<file path="src/rtl/strhw_adder_512.sv">
// -----------------------------------------------------------------------------
// strhw_adder_512
//   Sequential 512-bit modular adder (sum mod 2^512) for the Streebog core.
//   Used to update N (N + 512 / N + block length) and Sigma (Sigma + block).
//   A one-cycle trigger captures both operands. The adder then processes one
//   CHUNK_W-bit chunk per clock, least significant chunk first, and ripples
//   the carry from one chunk to the next. ready_o is a level. It rises
//   NCHUNK edges after the capture edge and stays high until the next capture.
//
// Parameters
//   CHUNK_W   bits added per clock: 8,16,32,64,128,256 or 512
//
// Ports
//   clk_i     clock, rising edge
//   rst_i     asynchronous active-low reset
//   trg_i     start request, honoured only while idle
//   a_i, b_i  512-bit unsigned operands, sampled on the capture edge
//   result_o  registered (a+b) mod 2^512, valid while ready_o=1
//   ready_o   result_o holds the completed sum of the last started operation
// -----------------------------------------------------------------------------
module strhw_adder_512 #(
  parameter int unsigned CHUNK_W = 64
) (
  input  logic         clk_i,
  input  logic         rst_i,
  input  logic         trg_i,
  input  logic [511:0] a_i,
  input  logic [511:0] b_i,
  output logic [511:0] result_o,
  output logic         ready_o
);

  localparam int unsigned NCHUNK = 512 / CHUNK_W;
  localparam int unsigned CNT_W  = (NCHUNK > 1) ? $clog2(NCHUNK) : 1;
  localparam logic [CNT_W-1:0] LAST_CHUNK = CNT_W'(NCHUNK - 1);

  typedef enum logic {
    IDLE = 1'b0,
    BUSY = 1'b1
  } state_e;

  state_e             state_q, state_d;
  logic [CNT_W-1:0]   cnt_q,    cnt_d;
  logic               carry_q,  carry_d;
  logic [511:0]       a_q,      a_d;
  logic [511:0]       b_q,      b_d;
  logic [511:0]       result_q, result_d;
  logic               ready_q,  ready_d;

  logic [CHUNK_W-1:0] a_chunk;
  logic [CHUNK_W-1:0] b_chunk;
  logic [CHUNK_W:0]   sum_w;

  // Adder for the current chunk. The top bit of sum_w is the carry into the
  // next chunk.
  always_comb begin
    a_chunk = a_q[cnt_q * CHUNK_W +: CHUNK_W];
    b_chunk = b_q[cnt_q * CHUNK_W +: CHUNK_W];
    sum_w   = {1'b0, a_chunk} + {1'b0, b_chunk} + {{CHUNK_W{1'b0}}, carry_q};
  end

  always_comb begin
    state_d  = state_q;
    cnt_d    = cnt_q;
    carry_d  = carry_q;
    a_d      = a_q;
    b_d      = b_q;
    result_d = result_q;
    ready_d  = ready_q;

    unique case (state_q)
      IDLE: begin
        if (trg_i) begin
          a_d     = a_i;
          b_d     = b_i;
          carry_d = 1'b0;
          cnt_d   = '0;
          // Drop ready on the capture edge. A stale result is then never
          // flagged in the cycle after the trigger.
          ready_d = 1'b0;
          state_d = BUSY;
        end
      end

      BUSY: begin
        result_d[cnt_q * CHUNK_W +: CHUNK_W] = sum_w[CHUNK_W-1:0];
        carry_d = sum_w[CHUNK_W];
        cnt_d   = cnt_q + 1'b1;
        if (cnt_q == LAST_CHUNK) begin
          // The final carry is discarded, which gives the mod 2^512 wrap.
          carry_d = 1'b0;
          ready_d = 1'b1;
          state_d = IDLE;
        end
      end

      default: state_d = IDLE;
    endcase
  end

  always_ff @(posedge clk_i or negedge rst_i) begin
    if (!rst_i) begin
      state_q  <= IDLE;
      cnt_q    <= '0;
      carry_q  <= 1'b0;
      a_q      <= '0;
      b_q      <= '0;
      result_q <= '0;
      ready_q  <= 1'b0;
    end else begin
      state_q  <= state_d;
      cnt_q    <= cnt_d;
      carry_q  <= carry_d;
      a_q      <= a_d;
      b_q      <= b_d;
      result_q <= result_d;
      ready_q  <= ready_d;
    end
  end

  assign result_o = result_q;
  assign ready_o  = ready_q;

endmodule

</file>
<file path="config.mk">
export PLATFORM = sky130hd
export DESIGN_NAME = strhw_adder_512
export DESIGN_NICKNAME = d
export VERILOG_FILES = /design/src/rtl/strhw_adder_512.sv
export SDC_FILE = /design/constraint.sdc
export NUM_CORES = 2
export LEC_CHECK = 0
export ABC_AREA = 1
export BUFFER_PORTS_ARGS = -buffer_cell sky130_fd_sc_hd__buf_2
export CORE_AREA = 10 10 587 589
export CTS_CLUSTER_SIZE = 24
export DETAILED_ROUTE_END_ITERATION = 12
export DIE_AREA = 0 0 597 599
export GPL_TIMING_DRIVEN = 0
export PLACE_DENSITY = 0.41
export SLEW_MARGIN = 25
export SYNTH_ARGS = -nofsm -noshare
export SYNTH_HDL_FRONTEND = slang
export SYNTH_SLANG_ARGS = --single-unit
</file>
<file path="constraint.sdc">
create_clock -name clk_i -period 4.4 [get_ports clk_i]
set_clock_uncertainty 0.2 [all_clocks]
set_input_delay 0.88 -clock clk_i [delete_from_list [all_inputs] [get_ports clk_i]]
set_output_delay 0.88 -clock clk_i [all_outputs]
set_load 0.005 [all_outputs]
</file>
Word level (Yosys, flattened, before mapping) --
Cells that the tools add are included.
Operators by class: add/sub/neg operators 4, multiply operators 0, div/mod/pow operators 0, magnitude comparators 0, eq/ne operators 3, shift-type cells 4, mux-type cells 11, bitwise logic cells 1, reductions and logical operators 2
Operators by type and width (number):
- variable part select 512 x 10 -> 64 bit | 2
- bitwise mux 512 bit | 1
- variable shift 64 x 34 -> 512 bit (first input constant) | 1
- variable part select 64 x 34 -> 512 bit | 1
- adder 64 x 64 -> 65 bit | 1
- adder 65 x 1 -> 65 bit | 1
- negation 9 -> 34 bit | 1
- one-hot mux 1 bit (2 select lines) | 3
- one-hot mux 3 bit (2 select lines) | 1
- two-way mux 1 bit | 5
- AND reduction 2 bit | 2
- adder 3 x 1 -> 3 bit (second input constant) | 1
- == test 3 bit (second input constant) | 1
- two-way mux 3 bit | 1
- != test 2 x 1 -> 1 bit (second input constant) | 1
- != test 2 bit (second input constant) | 1
- inverter 1 bit | 1
Word-level totals: flip-flop bits (word level) 1542, latch bits 0, memory bits (writable) 0, ROM bits 0, bits of input ports 1027, output and inout port bits 513, logic and storage cells 32, memories 0

Logic depth before layout (Yosys ltp) --
depth in word-level cells 5, mapped depth 25, gate-level depth less buffers 22

Least setup slack after synthesis --
No wires, ideal clock.
path kind register to register, from register cnt_q[0], to register result_q[90], in the netlist result_o[90], library setup time 0.066 ns, data arrival time 3.421 ns, data required time 4.134 ns, setup slack 0.713 ns, cell stages (with the launch flop) 24, buffers on the path 3, clock period less this slack 3.687 ns, cells stage by stage dfrtp_1 > inv_2 > buf_2 > buf_2 > clkbuf_1 > nor2_1 > o22ai_1 > nor2_1 > a31oi_1 > fa_1 > inv_1 > fa_1 > nor2_1 > nand3_1 > nand3_2 > nand2_1 > nand2_2 > nand2_1 > nand2_1 > xor2_1 > nand2_1 > nor2_2 > nand2_1 > nand2_1
On the way: cells in the longest elaborated chain, start to end 5, elaborated cells between the ends (all ways) 8, classes of those cells add/sub: 3; shift: 4; mux: 1
RTL lines:
- from (decl) | line 43 | logic [CNT_W-1:0] cnt_q, cnt_d;
- from (signal assigned) | line 112 | cnt_q <= cnt_d;
- variable part select 512 x 10 -> 64 bit, on equally long branches | line 57, 58
- adder 64 x 64 -> 65 bit | line 59 | sum_w = {1'b0, a_chunk} + {1'b0, b_chunk} + {{CHUNK_W{1'b0}}, carry_q};
- adder 65 x 1 -> 65 bit | line 59
- variable part select 64 x 34 -> 512 bit | line 86 | result_d[cnt_q * CHUNK_W +: CHUNK_W] = sum_w[CHUNK_W-1:0];
- bitwise mux 512 bit * | line 86
- to (signal assigned) | line 116 | result_q <= result_d;
- to (decl) | line 47 | logic [511:0] result_q, result_d;
Mark *: on every way between the ends. The rest lies on a longest branch, timed or not. A chain may end at the register's enable or synchronous reset.

Final worst setup path --
from register cnt_q[0], to register result_q[114], in the netlist result_o[114]
The elaborated chain is that of the path after synthesis.

==> results_dict.tcl <==
set metrics [dict create \
    status "finished with violations" \
    violations "setup timing" \
    drive_gt1_share_pct 43.4 \
    cp_slowest_cell "dfrtp_2" \
    die_height_um 599 \
    clk_path_buf_depth 4 \
    period_share_pct 102 \
    grt_pass1_wl_um 633000 \
    synth_edf_count 0 \
    synthArstFlopShare_pct 100 \
    synth_top_area_share_pct 53.4 \
    cts_htree_levels 4 \
    firstDrtPassIters 6 \
    wirelength_um 477000 \
    fin_tns_setup_ns -2.29 \
    synth_nets 8541 \
    hold_viol_final 0 \
    cp_common_cell "nand2_4" \
    yosysWarnings 0 \
    synth_seq_cells 1542 \
    yosysSeqAreaShare_pct 53.4 \
    required_ns 4.99 \
    gp_congestion 0.905 \
    tightest_slew_ns 1.10 \
    die-width_um 597 \
    insertion_delay_ns 0.92 \
    path_buf_inv 7 \
    synthFlopType "dfrtp_1" \
    drv_cap 0 \
    rows 212 \
    grt.overflow.total 0 \
    slew_viol_final 0 \
    slew_headroom_pct 26.7 \
    grt_max_degree 127 \
    numCtsBuffers 192 \
    pin_count 1540 \
    coreArea_mm2 0.333 \
    cp-start-kind "flop" \
    cts_tree "yes" \
    grt_pass1_vias 72300 \
    fmax_mhz 222 \
    crit_type "reg -> reg" \
    syn_avg_cell_area_um2 9.71 \
    fin_ws_ns -0.110 \
    globalRouteTotalUtil_pct 25.6 \
    cp_data_arrival_time_ns 5.10 \
    via_per_inst 4.64 \
    wl_per_cell_um 32.1 \
    synthCells 7445 \
    numPortBuffers 1539 \
    hpwlAfterDp_um 392000 \
    fin_crit_ns 4.51 \
    hold_class "in -> reg" \
    drtIter0Drc 4287 \
    rsz0062_at_grt "true" \
    synth_cell_type_count 42 \
    synth_area_mm2 0.0723 \
    cp_slowest_stage_delay_ns 0.45 \
    crit_path_end_kind "flop" \
    synth.largest_area_cell "dfrtp_1" \
    antenna_found_initial 194 \
    final_nets 11300 \
    initial_utilization_pct 21.7 \
    cp_top_family "simple AND/OR/NAND/NOR gates" \
    finalSetupViolations 65 \
    postRouteAntennaNets 0 \
    route.detailed.drc 0 \
    dieArea_mm2 0.358 \
    vias 68900 \
    areaGrowthSynthToFinish_pct 52.9 \
    synth_area_leaders "dfrtp_1 (53%), mux2_2 (16%), nand2_1 (6.6%)" \
    path_clk_slew_ns 0.06 \
    cp_max_fo 6 \
    cts_root_buffer "clkbuf_16" \
    cts.sinks 1542 \
]
final timing paths:
kind	startpoint	end	slack (ns)	cells past startpoint
max	cnt_q[0]	result_o[114]	-0.11	26
min	b_i[69]	b_q[69]	0.06	2
max reg2reg	cnt_q[0]	result_o[114]	-0.11	26
min reg2reg	result_o[76]	result_o[76]	0.27	2
max in group asynchronous	rst_i	result_o[294]	0.59	7
min in group asynchronous	rst_i	b_q[478]	0.30	2
metal layers:
layer  vias up  global-route usage, %  share of wire, %
met5         -                      0              0.13
met4       110                   9.61               4.5
met3       767                   5.12               5.5
met2      2545                   44.4                49
met1     35000                   31.4                41
li1      30500                      -                 -
what timing repair did:
action,CTS,global route
buffers inserted,127,60
hold buffers,810,0
cloned,4,0
endpoints found under the setup margin,513,454
pin swaps,212,166
hold endpoints to repair,863,0
gates resized for setup,1329,523
layout by cell type (no fill, tap or decap), drive strengths merged, types with 3 or more instances in the layout:
| cell type | count |
|---|---|
| xor2 | 27 |
| clkbuf | 451 |
| clkinvlp | 3 |
| ha | 67 |
| buf | 2033 |
| nor3 | 20 |
| diode | 106 |
| a31oi | 126 |
| dlygate4sd3 | 810 |
| dfrtp | 1542 |
| nor2 | 1198 |
| o21bai | 3 |
| or2 | 63 |
| nand3b | 9 |
| o31ai | 5 |
| xnor2 | 3 |
| mux2i | 20 |
| nor4 | 3 |
| a21boi | 33 |
| o21ai | 655 |
| nand4 | 24 |
| o22ai | 131 |
| bufinv | 11 |
| a21oi | 195 |
| clkinv | 46 |
| nand3 | 114 |
| mux2 | 1026 |
| inv | 453 |
| nand2 | 1293 |
flip-flops by register name, summed over array words and instances, names as in the netlist:
register and cells:
b_q 512, carry_q 1, cnt_q 3, a_q 512, state_q 1, ready_o 1
result_o 512
synth_stat cells (2+ instances only):
cell / number
nand3_2: 23
nor3_2: 2
nor2_2: 23
or2_2: 63
a21boi_0: 21
a21boi_1: 12
nor3_1: 16
a21oi_1: 195
xnor2_1: 3
nor4_1: 2
mux2_2: 1026
nand2_2: 26
ha_1: 67
a31oi_1: 126
clkbuf_1: 183
xor2_2: 3
buf_4: 7
inv_2: 15
nor2_4: 5
o41ai_1: 2
dfrtp_1: 1542
o21bai_1: 3
o21ai_1: 35
o22ai_1: 131
o21ai_0: 620
fa_1: 2
nor3_4: 2
buf_2: 228
nand2_1: 1267
o31ai_1: 5
nor2_1: 1170
nand3b_1: 9
inv_1: 429
buf_1: 19
nand3_1: 91
nand4_1: 24
mux2i_1: 20
xor2_1: 24
cell families (layout without fill, tap and decap cells):
kind of cell / count (synthesis) / after routing / share of synthesized area (%)
XOR/XNOR: 30 / 30 / 0.395
adder cells (fa/ha/maj): 69 / 69 / 1.22
buffers and inverters: 883 / 3808 / 5.02
other: 0 / 106 / 0
multiplexers: 1046 / 1046 / 16.3
AND/OR/NAND/NOR: 2725 / 2725 / 15.2
flip-flops: 1542 / 1542 / 53.4
AO/OA/AOI/OAI: 1150 / 1150 / 8.56
stage by stage:
stage	utilization, %	hold slack, ns	cells	cell area (um^2)	setup slack [ns]
2_1_floorplan	-	0.265	7445	72300	0.713
3_3_place_gp	25.7	0.258	13400	85500	-34.48
3_5_place_dp	26.0	0.261	13400	86500	-3.93
4_1_cts	32.5	0.000208	14700	108000	-0.223
5_1_grt	33.2	0.0144	14800	110000	-0.240
6_report	33.2	0.0645	14900	111000	-0.110
final cells by class:
type	instances	area, um^2
repair buffers	2577	18800
diodes	106	265
flip-flops and latches	1542	38600
clock inverters	68	800
clock buffers	281	5670
multi-input cells	5020	36200
well taps	4387	5490
fillers	34600	222000
plain buffers	437	3020
inverters	445	1690
Power is left out: the tool's default activity adds up to more than one toggle a clock period on the data nets, which glitch-free logic cannot reach.
